[config.mk]
export PLATFORM = sky130hd
export DESIGN_NAME = puf_challenge_driver
export DESIGN_NICKNAME = d
export VERILOG_FILES = /design/src/rtl/puf_ctrl_pkg.sv /design/src/rtl/puf_vote_accum.sv /design/src/rtl/puf_challenge_driver.sv
export SDC_FILE = /design/constraint.sdc
export NUM_CORES = 1
export LEC_CHECK = 0
export CORE_ASPECT_RATIO = 0.9
export CORE_MARGIN = 3
export CORE_UTILIZATION = 40
export CTS_BUF_LIST = sky130_fd_sc_hd__clkbuf_16
export CTS_CLUSTER_SIZE = 10
export DETAILED_ROUTE_END_ITERATION = 10
export PLACE_DENSITY_LB_ADDON = 0.25
export SLEW_MARGIN = 40
export SYNTH_ARGS = -nofsm -noshare
export SYNTH_HDL_FRONTEND = slang
export SYNTH_SLANG_ARGS = --single-unit
[constraint.sdc]
create_clock -name clk -period 16.3 [get_ports clk]
set_input_delay 3.26 -clock clk [delete_from_list [all_inputs] [get_ports clk]]
set_output_delay 3.26 -clock clk [all_outputs]
set_load 0.01 [all_outputs]
[src/rtl/puf_ctrl_pkg.sv]
// Shared types and widths for the arbiter-PUF challenge driver.
package puf_ctrl_pkg;

  // Controller phases: idle, challenge load, race edge high, race edge low, result hold.
  typedef enum logic [2:0] {
    IDLE    = 3'd0,
    LOAD    = 3'd1,
    RACE_HI = 3'd2,
    RACE_LO = 3'd3,
    DONE    = 3'd4
  } state_e;

  // Per-bit vote counter width; NUM_EVALS <= 15 keeps it from saturating.
  localparam int VOTE_W = 4;

  // Phase counter width; covers SETTLE up to 255.
  localparam int SETTLE_W = 8;

  // Evaluation counter width; covers NUM_EVALS up to 15.
  localparam int EVAL_W = 4;

endpackage

[src/rtl/puf_vote_accum.sv]
// Bank of per-bit vote counters with combinational majority and agreement outputs.
module puf_vote_accum
  import puf_ctrl_pkg::*;
#(
  parameter int RESP_W    = 64,
  parameter int NUM_EVALS = 3
) (
  input  logic              clk,
  input  logic              rst,
  input  logic              i_clr,
  input  logic              i_acc,
  input  logic [RESP_W-1:0] i_bits,
  output logic [RESP_W-1:0] o_majority,
  output logic [RESP_W-1:0] o_stable
);

  localparam logic [VOTE_W-1:0] HALF = VOTE_W'(NUM_EVALS / 2);
  localparam logic [VOTE_W-1:0] FULL = VOTE_W'(NUM_EVALS);

  logic [VOTE_W-1:0] r_cnt [RESP_W];

  // Count how many evaluations returned a 1 for each response bit.
  always_ff @(posedge clk) begin
    for (int i = 0; i < RESP_W; i++) begin
      if (rst || i_clr) begin
        r_cnt[i] <= {VOTE_W{1'b0}};
      end else if (i_acc) begin
        r_cnt[i] <= r_cnt[i] + {{(VOTE_W-1){1'b0}}, i_bits[i]};
      end else begin
        r_cnt[i] <= r_cnt[i];
      end
    end
  end

  // A bit is 1 when more than half the evaluations saw 1; stable when all agreed.
  always_comb begin
    o_majority = {RESP_W{1'b0}};
    o_stable   = {RESP_W{1'b0}};
    for (int i = 0; i < RESP_W; i++) begin
      o_majority[i] = (r_cnt[i] > HALF);
      o_stable[i]   = (r_cnt[i] == {VOTE_W{1'b0}}) || (r_cnt[i] == FULL);
    end
  end

endmodule

[src/rtl/puf_challenge_driver.sv]
// Arbiter-PUF initiator: applies a challenge, races the arbiters NUM_EVALS
// times, majority-votes the synchronized responses and returns the result.
module puf_challenge_driver
  import puf_ctrl_pkg::*;
#(
  parameter int CHAL_W    = 64,
  parameter int RESP_W    = 64,
  parameter int SETTLE    = 4,
  parameter int NUM_EVALS = 3
) (
  input  logic              clk,
  input  logic              rst,
  input  logic              req_valid,
  output logic              req_ready,
  input  logic [CHAL_W-1:0] req_chal,
  output logic              resp_valid,
  input  logic              resp_ready,
  output logic [RESP_W-1:0] resp_data,
  output logic [RESP_W-1:0] resp_stable,
  output logic              busy,
  output logic              puf_a,
  output logic              puf_b,
  output logic [CHAL_W-1:0] puf_c,
  input  logic [RESP_W-1:0] puf_response
);

  localparam logic [SETTLE_W-1:0] PHASE_LAST = SETTLE_W'(SETTLE - 1);
  localparam logic [EVAL_W-1:0]   EVAL_LAST  = EVAL_W'(NUM_EVALS - 1);

  state_e              r_state;
  state_e              w_state_nxt;
  logic [SETTLE_W-1:0] r_phase;
  logic [SETTLE_W-1:0] w_phase_nxt;
  logic [EVAL_W-1:0]   r_eval;
  logic [EVAL_W-1:0]   w_eval_nxt;
  logic                w_accept;
  logic                w_clr;
  logic                w_acc;
  logic                w_phase_last;

  logic [RESP_W-1:0]   r_sync1;
  logic [RESP_W-1:0]   r_sync2;
  logic [RESP_W-1:0]   w_majority;
  logic [RESP_W-1:0]   w_stable;

  logic                r_req_ready;
  logic                r_resp_valid;
  logic [RESP_W-1:0]   r_resp_data;
  logic [RESP_W-1:0]   r_resp_stable;
  logic                r_busy;
  logic                r_puf_a;
  logic                r_puf_b;
  logic [CHAL_W-1:0]   r_puf_c;

  assign w_phase_last = (r_phase == PHASE_LAST);

  // Two-flop synchronizer for the arbiter outputs, which are asynchronous to clk.
  always_ff @(posedge clk) begin
    if (rst) begin
      r_sync1 <= {RESP_W{1'b0}};
      r_sync2 <= {RESP_W{1'b0}};
    end else begin
      r_sync1 <= puf_response;
      r_sync2 <= r_sync1;
    end
  end

  // State, phase and evaluation counter registers.
  always_ff @(posedge clk) begin
    if (rst) begin
      r_state <= IDLE;
      r_phase <= {SETTLE_W{1'b0}};
      r_eval  <= {EVAL_W{1'b0}};
    end else begin
      r_state <= w_state_nxt;
      r_phase <= w_phase_nxt;
      r_eval  <= w_eval_nxt;
    end
  end

  // Next-state logic: each phase lasts SETTLE cycles; votes are taken on the last race-high cycle.
  always_comb begin
    w_state_nxt = r_state;
    w_phase_nxt = r_phase;
    w_eval_nxt  = r_eval;
    w_accept    = 1'b0;
    w_clr       = 1'b0;
    w_acc       = 1'b0;
    case (r_state)
      IDLE: begin
        if (req_valid && r_req_ready) begin
          w_accept    = 1'b1;
          w_clr       = 1'b1;
          w_eval_nxt  = {EVAL_W{1'b0}};
          w_phase_nxt = {SETTLE_W{1'b0}};
          w_state_nxt = LOAD;
        end else begin
          w_state_nxt = IDLE;
        end
      end
      LOAD: begin
        if (w_phase_last) begin
          w_phase_nxt = {SETTLE_W{1'b0}};
          w_state_nxt = RACE_HI;
        end else begin
          w_phase_nxt = r_phase + {{(SETTLE_W-1){1'b0}}, 1'b1};
        end
      end
      RACE_HI: begin
        if (w_phase_last) begin
          w_acc       = 1'b1;
          w_phase_nxt = {SETTLE_W{1'b0}};
          w_state_nxt = RACE_LO;
        end else begin
          w_phase_nxt = r_phase + {{(SETTLE_W-1){1'b0}}, 1'b1};
        end
      end
      RACE_LO: begin
        if (w_phase_last) begin
          w_phase_nxt = {SETTLE_W{1'b0}};
          if (r_eval == EVAL_LAST) begin
            w_state_nxt = DONE;
          end else begin
            w_eval_nxt  = r_eval + {{(EVAL_W-1){1'b0}}, 1'b1};
            w_state_nxt = RACE_HI;
          end
        end else begin
          w_phase_nxt = r_phase + {{(SETTLE_W-1){1'b0}}, 1'b1};
        end
      end
      DONE: begin
        if (resp_ready && r_resp_valid) begin
          w_state_nxt = IDLE;
        end else begin
          w_state_nxt = DONE;
        end
      end
      default: begin
        w_state_nxt = IDLE;
      end
    endcase
  end

  // Registered outputs decoded from the next state so they line up with the state register.
  always_ff @(posedge clk) begin
    if (rst) begin
      r_req_ready   <= 1'b0;
      r_resp_valid  <= 1'b0;
      r_resp_data   <= {RESP_W{1'b0}};
      r_resp_stable <= {RESP_W{1'b0}};
      r_busy        <= 1'b0;
      r_puf_a       <= 1'b0;
      r_puf_b       <= 1'b0;
      r_puf_c       <= {CHAL_W{1'b0}};
    end else begin
      r_req_ready  <= (w_state_nxt == IDLE);
      r_resp_valid <= (w_state_nxt == DONE);
      r_busy       <= (w_state_nxt != IDLE);
      r_puf_a      <= (w_state_nxt == RACE_HI);
      r_puf_b      <= (w_state_nxt == RACE_HI);
      if (w_accept) begin
        r_puf_c <= req_chal;
      end else begin
        r_puf_c <= r_puf_c;
      end
      if ((w_state_nxt == DONE) && (r_state != DONE)) begin
        r_resp_data   <= w_majority;
        r_resp_stable <= w_stable;
      end else begin
        r_resp_data   <= r_resp_data;
        r_resp_stable <= r_resp_stable;
      end
    end
  end

  puf_vote_accum #(
    .RESP_W    (RESP_W),
    .NUM_EVALS (NUM_EVALS)
  ) u_vote (
    .clk        (clk),
    .rst        (rst),
    .i_clr      (w_clr),
    .i_acc      (w_acc),
    .i_bits     (r_sync2),
    .o_majority (w_majority),
    .o_stable   (w_stable)
  );

  assign req_ready   = r_req_ready;
  assign resp_valid  = r_resp_valid;
  assign resp_data   = r_resp_data;
  assign resp_stable = r_resp_stable;
  assign busy        = r_busy;
  assign puf_a       = r_puf_a;
  assign puf_b       = r_puf_b;
  assign puf_c       = r_puf_c;

endmodule

==> results_dict.tcl, run 1 <==
set metrics [dict create \
    status "finished clean" \
    period_share_pct 36.2 \
    ys_types 53 \
    vias 16100 \
    io_pins 329 \
    cts_setup_buffers 0 \
    start_util_pct 40.9 \
    areaGrowthSynthToFinish_pct 24.7 \
    ctsHoldBuffers 0 \
    drv_slew 0 \
    grt.total_usage_pct 16.6 \
    design.die.area_sq_um 63600 \
    setup_viol 0 \
    start_kind "input port" \
    clk_pin_slew_ns 0.05 \
    drive_gt1_share_pct 4.47 \
    row_count 84 \
    synth-seq-cells 595 \
    drt_iter0_markers 817 \
    holdCritPathClass "flip-flop to flip-flop" \
    finClkSkew_ns 0.0183 \
    globalRouteOverflowTotal 0 \
    synth_top_area_share_pct 31.7 \
    antenna_found_initial 1 \
    clkLatencyLatePin_ns 0.59 \
    worstPathArrival_ns 6.12 \
    yosysMostFrequentCell "dfxtp_1" \
    drc 0 \
    synthCells 2145 \
    io_buffers 328 \
    critPathCaptureType "flip-flop" \
    worst_pin_slew_ns 0.768 \
    synth_top_cell_by_area "edfxtp_1" \
    syn_avg_cell_area_sq_um 11.3 \
    dpl.hpwl_um 33800 \
    ys_async_sr_fraction_pct 0 \
    drt-total-wl_um 53300 \
    synth_edf_count 256 \
    fmax_mhz 169 \
    synth_area_sq_um 24200 \
    ant_nets 0 \
    worstSetupPathType "input port to flip-flop" \
    cts_root_buf "clkbuf_16" \
    post_cts_resized 0 \
    avgRoutedWirePerCell_um 16.3 \
    cap_violations 0 \
    yosys-top-cells-count "dfxtp_1, edfxtp_1, nor2_1" \
    power_density_nw_per_um2 107 \
    synthTopCellsByArea "edfxtp_1, dfxtp_1, ha_1, xor2_1, and2_1" \
    grt_max_degree 104 \
    firstDrtPassIters 6 \
    critPathRequiredTime_ns 16.51 \
    viasPerCell 4.90 \
    synthFlopType "dfxtp_1" \
    p_leak_nw 11.3 \
    crit_fanout 103 \
    layout.nets 2713 \
    period_needed_ns 5.90 \
    dieWidth_um 265 \
    gp_congestion 0.780 \
    coreArea_sq_um 59200 \
    yosys_warnings 0 \
    n_antenna_cell 0 \
    cts_buffer_depth 3 \
    synth-seq-area-share_pct 59.7 \
    clock-sinks 595 \
    grt_pass1_wl_um 85000 \
    slew_headroom_pct 48.8 \
    peakVddDrop_mv 0.0656 \
    cts_tree "built" \
    first_global_vias 15800 \
    die_h_um 239 \
    hold_viol 0 \
    synth_fp_nets 2408 \
    cts_made_buffers 71 \
    whs_ns 0.431 \
    rrSetupSlack_ns 12.76 \
    htree_levels 3 \
    tns_ns 0 \
    rsz0062_at_grt "no" \
]
## worst max-delay path, cell delays in order
cell,delay [ns]
clkdlybuf4s50_1,0.48
and3b_1,0.31
a21oi_1,0.27
nand2_4,0.62
buf_12,0.51
buf_16,0.41
## registers in the layout (all words and copies together) (netlist names)
signal,cells
r_phase,8
resp_data,64
busy,1
req_ready,1
resp_valid,1
r_state,3
r_sync2,64
r_eval,4
resp_stable,64
puf_c,64
puf_b,1
r_sync1,64
u_vote.r_cnt,256
## final timing paths
check                                        startpoint                                end  cells past startpoint
worst min register to register   r_sync1[25]$_SDFF_PP0_             r_sync2[25]$_SDFF_PP0_                      1
worst min-delay path             r_sync1[25]$_SDFF_PP0_             r_sync2[25]$_SDFF_PP0_                      1
worst max register to register  r_phase[0]$_SDFFE_PP0P_  u_vote.r_cnt[1][52]$_SDFFCE_PN0P_                      6
worst max-delay path                          req_valid  u_vote.r_cnt[1][52]$_SDFFCE_PN0P_                      6
## through the flow
stage | power, mW | cell area (sq um) | worst slack, ns | instances | utilization, %
after global placement | 1.86 | 28000 | 10.04 | 3147 | 47.3
after detailed placement | 1.87 | 28100 | 9.79 | 3151 | 47.5
after floorplan | 1.79 | 24200 | 6.34 | 2145 | -
after CTS | 3.30 | 30200 | 10.42 | 3279 | 51.1
after global routing | 3.39 | 30200 | 10.21 | 3279 | 51.1
final | 3.25 | 30200 | 10.40 | 3279 | 51.1
## final cells by class
cell class,instances,area (sq um)
inverter,3,11.3
multi-input combinational,1436,9180
sequential,595,14500
fill,5245,29000
clock buffer,75,1880
clock inverter,53,218
tap,774,968
timing repair buffer,343,3490
## routing by layer
metal	GRT usage (%)	part of all wire [%]
met3	3.33	4.3
met4	4.94	2.4
met1	23.1	47
met2	26.2	46
met5	0	0
## report_power, final
part / total, mW / internal [mW] / leakage [nW] / switching [mW]
clock: 1.41 / 0.824 / 1.18 / 0.588
sequential: 1.67 / 1.62 / 5.46 / 0.0476
combinational: 0.169 / 0.0848 / 4.65 / 0.0844
total: 3.25 / 2.53 / 11.3 / 0.720
## kinds of logic after synthesis
kind of cell	synth area share, %
DFF	59.7
AOI/OAI and AO/OA	3.65
adders and majority gates	6.77
buffers and inverters	2.54
muxes	0.0413
and+or+nand+nor	20.3
xor gates and xnor gates	6.94
## cells in the final DEF, fill, tap and decap left out, types with 2 or more instances in the layout
master,instances
and3_1,2
nor2b_1,128
clkbuf_16,75
clkinv_2,3
ha_1,131
nand2_4,2
a22oi_1,2
inv_6,3
a21boi_0,2
or4_1,67
nor2_1,201
a31oi_1,4
o21ai_0,8
nand3_1,69
nor3_2,2
clkinv_1,4
nand2_1,196
inv_1,45
and2_1,128
buf_12,2
nor4_1,64
xnor2_1,64
edfxtp_1,256
buf_6,7
xor2_1,128
buf_4,4
nand4_1,2
a21oi_1,137
nor3b_1,2
clkdlybuf4s50_1,327
and3b_1,2
buf_16,2
a311oi_1,4
nand3b_1,3
nor3_1,66
dfxtp_1,339
(Power assumes the default switching activity.)
==> run 2, diff against run 1 <==
- clock period: 16.3 -> 5.4 ns (I/O delays scaled with it)
==> results_dict.tcl, run 2 (synthesis gave the netlist of run 1 again) <==
set metrics [dict create \
    rr_startpoint "r_phase[0]$_SDFFE_PP0P_" \
    gp_congestion 0.791 \
    grt_pass1_wl_um 84800 \
    p_leak_nw 11.3 \
    start_kind "flip-flop" \
    rsz0062_at_grt "no" \
    fin_ws_ns 2.57 \
    hp-start "r_sync1[36]$_SDFF_PP0_" \
    clk_pin_slew_ns 0.06 \
    rrSetupSlack_ns 2.57 \
    n_antenna_cell 0 \
    drt-total-wl_um 53500 \
    crit_fanout 65 \
    final_core_utilization_pct 51.1 \
    worst_pin_slew_ns 0.791 \
    period_share_pct 52.4 \
    cts_buffer_depth 3 \
    mostFrequentLayoutCells "dfxtp_1, clkdlybuf4s50_1, edfxtp_1" \
    tns_ns 0 \
    finClkSkew_ns 0.0203 \
    post_cts_resized 0 \
    htree_levels 3 \
    stdcell_count 3276 \
    vias 16300 \
    grt_max_degree 134 \
    holdCritPathClass "flip-flop to flip-flop" \
    whs_ns 0.419 \
    cts_made_buffers 71 \
    layout.nets 2712 \
    final_common_cell "dfxtp_1" \
    cap_violations 0 \
    coreArea_sq_um 59200 \
    design.die.area_sq_um 63600 \
    critPathCaptureType "flip-flop" \
    slew_headroom_pct 47.3 \
    min_to "r_sync2[36]$_SDFF_PP0_" \
    setup_viol 0 \
    critPathRequiredTime_ns 5.88 \
    avgRoutedWirePerCell_um 16.3 \
    fmax_mhz 354 \
    clock-sinks 595 \
    io_buffers 328 \
    r2r_end "req_ready$_SDFF_PP0_" \
    first_global_vias 15800 \
    cp_cell_sequence "ha_1 -> or4b_4 -> nor4_4 -> buf_6 -> o21ai_0 -> and4b_1" \
    reg2reg_depth 6 \
    cts_tree "built" \
    regMostFlops "u_vote.r_cnt" \
    die_h_um 239 \
    ant_nets 0 \
    peakVddDrop_mv 0.185 \
    drt_iter0_markers 898 \
    status "finished clean" \
    drive_gt1_share_pct 4.44 \
    hold_path_depth 1 \
    dp_slack_ns 1.77 \
    row_count 84 \
    crit_buf_inv 1 \
    max_stage_delay_ns 0.61 \
    viasPerCell 4.97 \
    power_density_nw_per_um2 324 \
    hold_viol 0 \
    slowest_stage "buf_6" \
    dpl.hpwl_um 33500 \
    drc 0 \
    io_pins 329 \
    globalRouteOverflowTotal 0 \
    period_needed_ns 2.83 \
    dieWidth_um 265 \
    cts_setup_buffers 0 \
    antenna_found_initial 2 \
    firstDrtPassIters 4 \
    drv_slew 0 \
    start_util_pct 40.9 \
    cts_root_buf "clkbuf_16" \
    clkLatencyLatePin_ns 0.59 \
    ctsHoldBuffers 0 \
    placed_cells 3149 \
    areaGrowthSynthToFinish_pct 24.7 \
    cp_top_family "simple AND/OR/NAND/NOR gates" \
    worstPathArrival_ns 3.31 \
    grt.total_usage_pct 16.6 \
    largest_reg_flops 256 \
    worstSetupPathType "flip-flop to flip-flop" \
]
[run 2: final cells by class]
type                            count  area [sq um]
Fill cell                        5197         29000
Sequential cell                   595         14500
Multi-Input combinational cell   1436          9190
Timing Repair Buffer              342          3490
Clock buffer                       74          1850
Tap cell                          774           968
Clock inverter                     52           221
Inverter                            3          11.3
[run 2: power breakdown]
part	switching (mW)	internal, mW
registers	0.143	4.89
clock network	1.77	2.45
logic	0.258	0.259
total	2.17	7.61
[run 2: through the flow]
stage | area, sq um | power, mW
after floorplan | 24200 | 5.39
after global placement | 28100 | 5.62
after detailed placement | 28100 | 5.64
after CTS | 30200 | 9.93
after global routing | 30200 | 10.2
final | 30200 | 9.78
[run 2: worst reg2reg max path, cell delays in order (launching register included)]
cell	delay (ns)
dfxtp_1	0.37
ha_1	0.26
or4b_4	0.53
nor4_4	0.30
buf_6	0.61
o21ai_0	0.39
and4b_1	0.26
[run 2: per-layer routing]
layer  GRT usage, %  wire (um)  share of wire, %  vias up
met5              0          0                 0        -
met4           5.01       1320               2.5        0
met3           3.53       2310               4.3       85
met2           26.8      24900                47      293
met1           22.4      25000                47     7833
li1               -          -                 -     8062
[run 2: worst max-delay path by stage]
| stage | slack, ns | endpoint | start | cells after the start |
|---|---|---|---|---|
| 6_report | 2.57 | req_ready$_SDFF_PP0_ | r_phase[0]$_SDFFE_PP0P_ | 6 |
| 5_1_grt | 2.39 | req_ready$_SDFF_PP0_ | r_phase[0]$_SDFFE_PP0P_ | 6 |
| 4_1_cts | 2.41 | u_vote.r_cnt[0][82]$_SDFFCE_PN0P_ | req_valid | 6 |
| 3_5_place_dp | 1.77 | u_vote.r_cnt[0][115]$_SDFFCE_PN0P_ | req_valid | 6 |
| 3_3_place_gp | 1.89 | u_vote.r_cnt[0][123]$_SDFFCE_PN0P_ | req_valid | 6 |
| 2_1_floorplan | 0.22 | u_vote.r_cnt[0][0]$_SDFFCE_PN0P_ | req_valid | 3 |
==> run 3, diff against run 2 <==
- clock period: 5.4 -> 2.85 ns (I/O delays scaled with it)
==> results_dict.tcl, run 3 (synthesis gave the netlist of run 1 again) <==
set metrics [dict create \
    status "finished clean" \
    clk_pin_slew_ns 0.05 \
    fmax_mhz 386 \
    cp_top_family "simple AND/OR/NAND/NOR gates" \
    hold_viol 0 \
    tns_ns 0 \
    drt-total-wl_um 52200 \
    cp.depth 6 \
    post_cts_resized 0 \
    first_global_vias 16300 \
    cts_buffer_depth 3 \
    period_share_pct 90.9 \
    row_count 84 \
    n_antenna_cell 0 \
    swShare_pct 22.2 \
    gp_congestion 0.809 \
    seqPwrFrac_pct 51.7 \
    rr_startpoint "r_phase[0]$_SDFFE_PP0P_" \
    whs_ns 0.292 \
    ant_nets 0 \
    largest_reg_flops 256 \
    max_stage_delay_ns 0.65 \
    drt_iter0_markers 759 \
    cts_setup_buffers 0 \
    crit_buf_inv 1 \
    avgRoutedWirePerCell_um 15.9 \
    design_area_sq_um 30400 \
    cts_made_buffers 70 \
    switching_power_mw 4.09 \
    drv_slew 0 \
    holdCritPathClass "input port to flip-flop" \
    crit_fanout 64 \
    worstSetupPathType "flip-flop to flip-flop" \
    grt.total_usage_pct 16.4 \
    fillers 5282 \
    clock_power_share_pct 42.9 \
    drive_gt1_share_pct 4.73 \
    cp_cell_sequence "ha_1 -> nor4b_4 -> nand3_1 -> nor3_4 -> buf_12 -> and2_1" \
    total_power_mw 18.5 \
    globalRouteOverflowTotal 0 \
    critPathRequiredTime_ns 3.30 \
    dieWidth_um 265 \
    clkLatencyLatePin_ns 0.60 \
    ctsHoldBuffers 0 \
    slowest_stage "nor3_4" \
    vias 16200 \
    firstDrtPassIters 5 \
    cp-endpoint "u_vote.r_cnt[1][53]$_SDFFCE_PN0P_" \
    cap_violations 0 \
    setup_viol 0 \
    cts_root_buf "clkbuf_16" \
    cts_tree "built" \
    clock-sinks 595 \
    finClkSkew_ns 0.0165 \
    p_leak_nw 11.4 \
    start_util_pct 40.9 \
    final_core_utilization_pct 51.3 \
    htree_levels 3 \
    grt_max_degree 105 \
    io_pins 329 \
    placed_area_sq_um 28300 \
    peakVddDrop_mv 0.358 \
    grt_pass1_wl_um 84300 \
    rrSetupSlack_ns 0.26 \
    critPathCaptureType "flip-flop" \
    period_needed_ns 2.59 \
    die_h_um 239 \
    antenna_found_initial 1 \
    drc 0 \
    coreArea_sq_um 59200 \
    layout.nets 2724 \
    regMostFlops "u_vote.r_cnt" \
    startpoint "r_phase[0]$_SDFFE_PP0P_" \
    mostFrequentLayoutCells "dfxtp_1, clkdlybuf4s50_1, edfxtp_1" \
    reg2reg_depth 6 \
    pwr-share-comb_pct 5.4 \
    dpl.hpwl_um 34100 \
    viasPerCell 4.93 \
    p_int_mw 14.4 \
    worst_pin_slew_ns 0.786 \
    final_common_cell "dfxtp_1" \
    io_buffers 328 \
    power_density_nw_per_um2 608 \
    design.die.area_sq_um 63600 \
    areaGrowthSynthToFinish_pct 25.4 \
    start_kind "flip-flop" \
    slew_headroom_pct 47.4 \
    rsz0062_at_grt "no" \
    worstPathArrival_ns 3.05 \
    r2r_end "u_vote.r_cnt[1][53]$_SDFFCE_PN0P_" \
]
==> run 3: power by group through the flow <==
stage,sequential (mW),clock [mW],combinational (mW)
detailed placement,9.71,0,1.01
global route,9.58,8.56,1.11
CTS,9.53,8.20,1.02
finish,9.53,7.93,0.997
floorplan,9.67,0,0.516
global placement,9.69,0,0.985
==> run 3: worst min path at each step <==
| stage | startpoint | endpoint | slack [ns] | cells after the start |
|---|---|---|---|---|
| after floorplan | r_sync1[0]$_SDFF_PP0_ | r_sync2[0]$_SDFF_PP0_ | 0.41 | 1 |
| after global placement | r_sync1[8]$_SDFF_PP0_ | r_sync2[8]$_SDFF_PP0_ | 0.42 | 1 |
| after detailed placement | r_sync1[32]$_SDFF_PP0_ | r_sync2[32]$_SDFF_PP0_ | 0.42 | 1 |
| after CTS | rst | resp_stable[6]$_SDFFE_PP0P_ | 0.24 | 2 |
| after global routing | rst | r_eval[1]$_SDFFE_PP0P_ | 0.28 | 2 |
| final | rst | r_eval[0]$_SDFFE_PP0P_ | 0.29 | 2 |
==> run 3: through the flow <==
| stage | setup WS (ns) | cells |
|---|---|---|
| 3_3_place_gp | 0.313 | 3161 |
| 6_report | 0.258 | 3291 |
| 3_5_place_dp | 0.251 | 3163 |
| 2_1_floorplan | 0.0643 | 2145 |
| 5_1_grt | 0.0132 | 3291 |
| 4_1_cts | 0.221 | 3291 |
==> run 3: metal layers <==
metal	up-vias	part of all wire, %	GRT usage [%]
met3	94	4.3	3.27
met5	-	0.025	0
met4	2	2.5	5.66
met2	285	48	27.8
met1	7737	45	20.9
li1	8107	-	-
==> run 3: cell type report <==
type                            count  area [sq um]  share of cell area [%]
Clock inverter                     55           226                   0.746
Tap cell                          774           968                    3.19
Timing Repair Buffer              355          3680                    12.1
Multi-Input combinational cell   1436          9180                    30.2
Inverter                            3          11.3                  0.0371
Sequential cell                   595         14500                    47.7
Clock buffer                       73          1830                    6.01
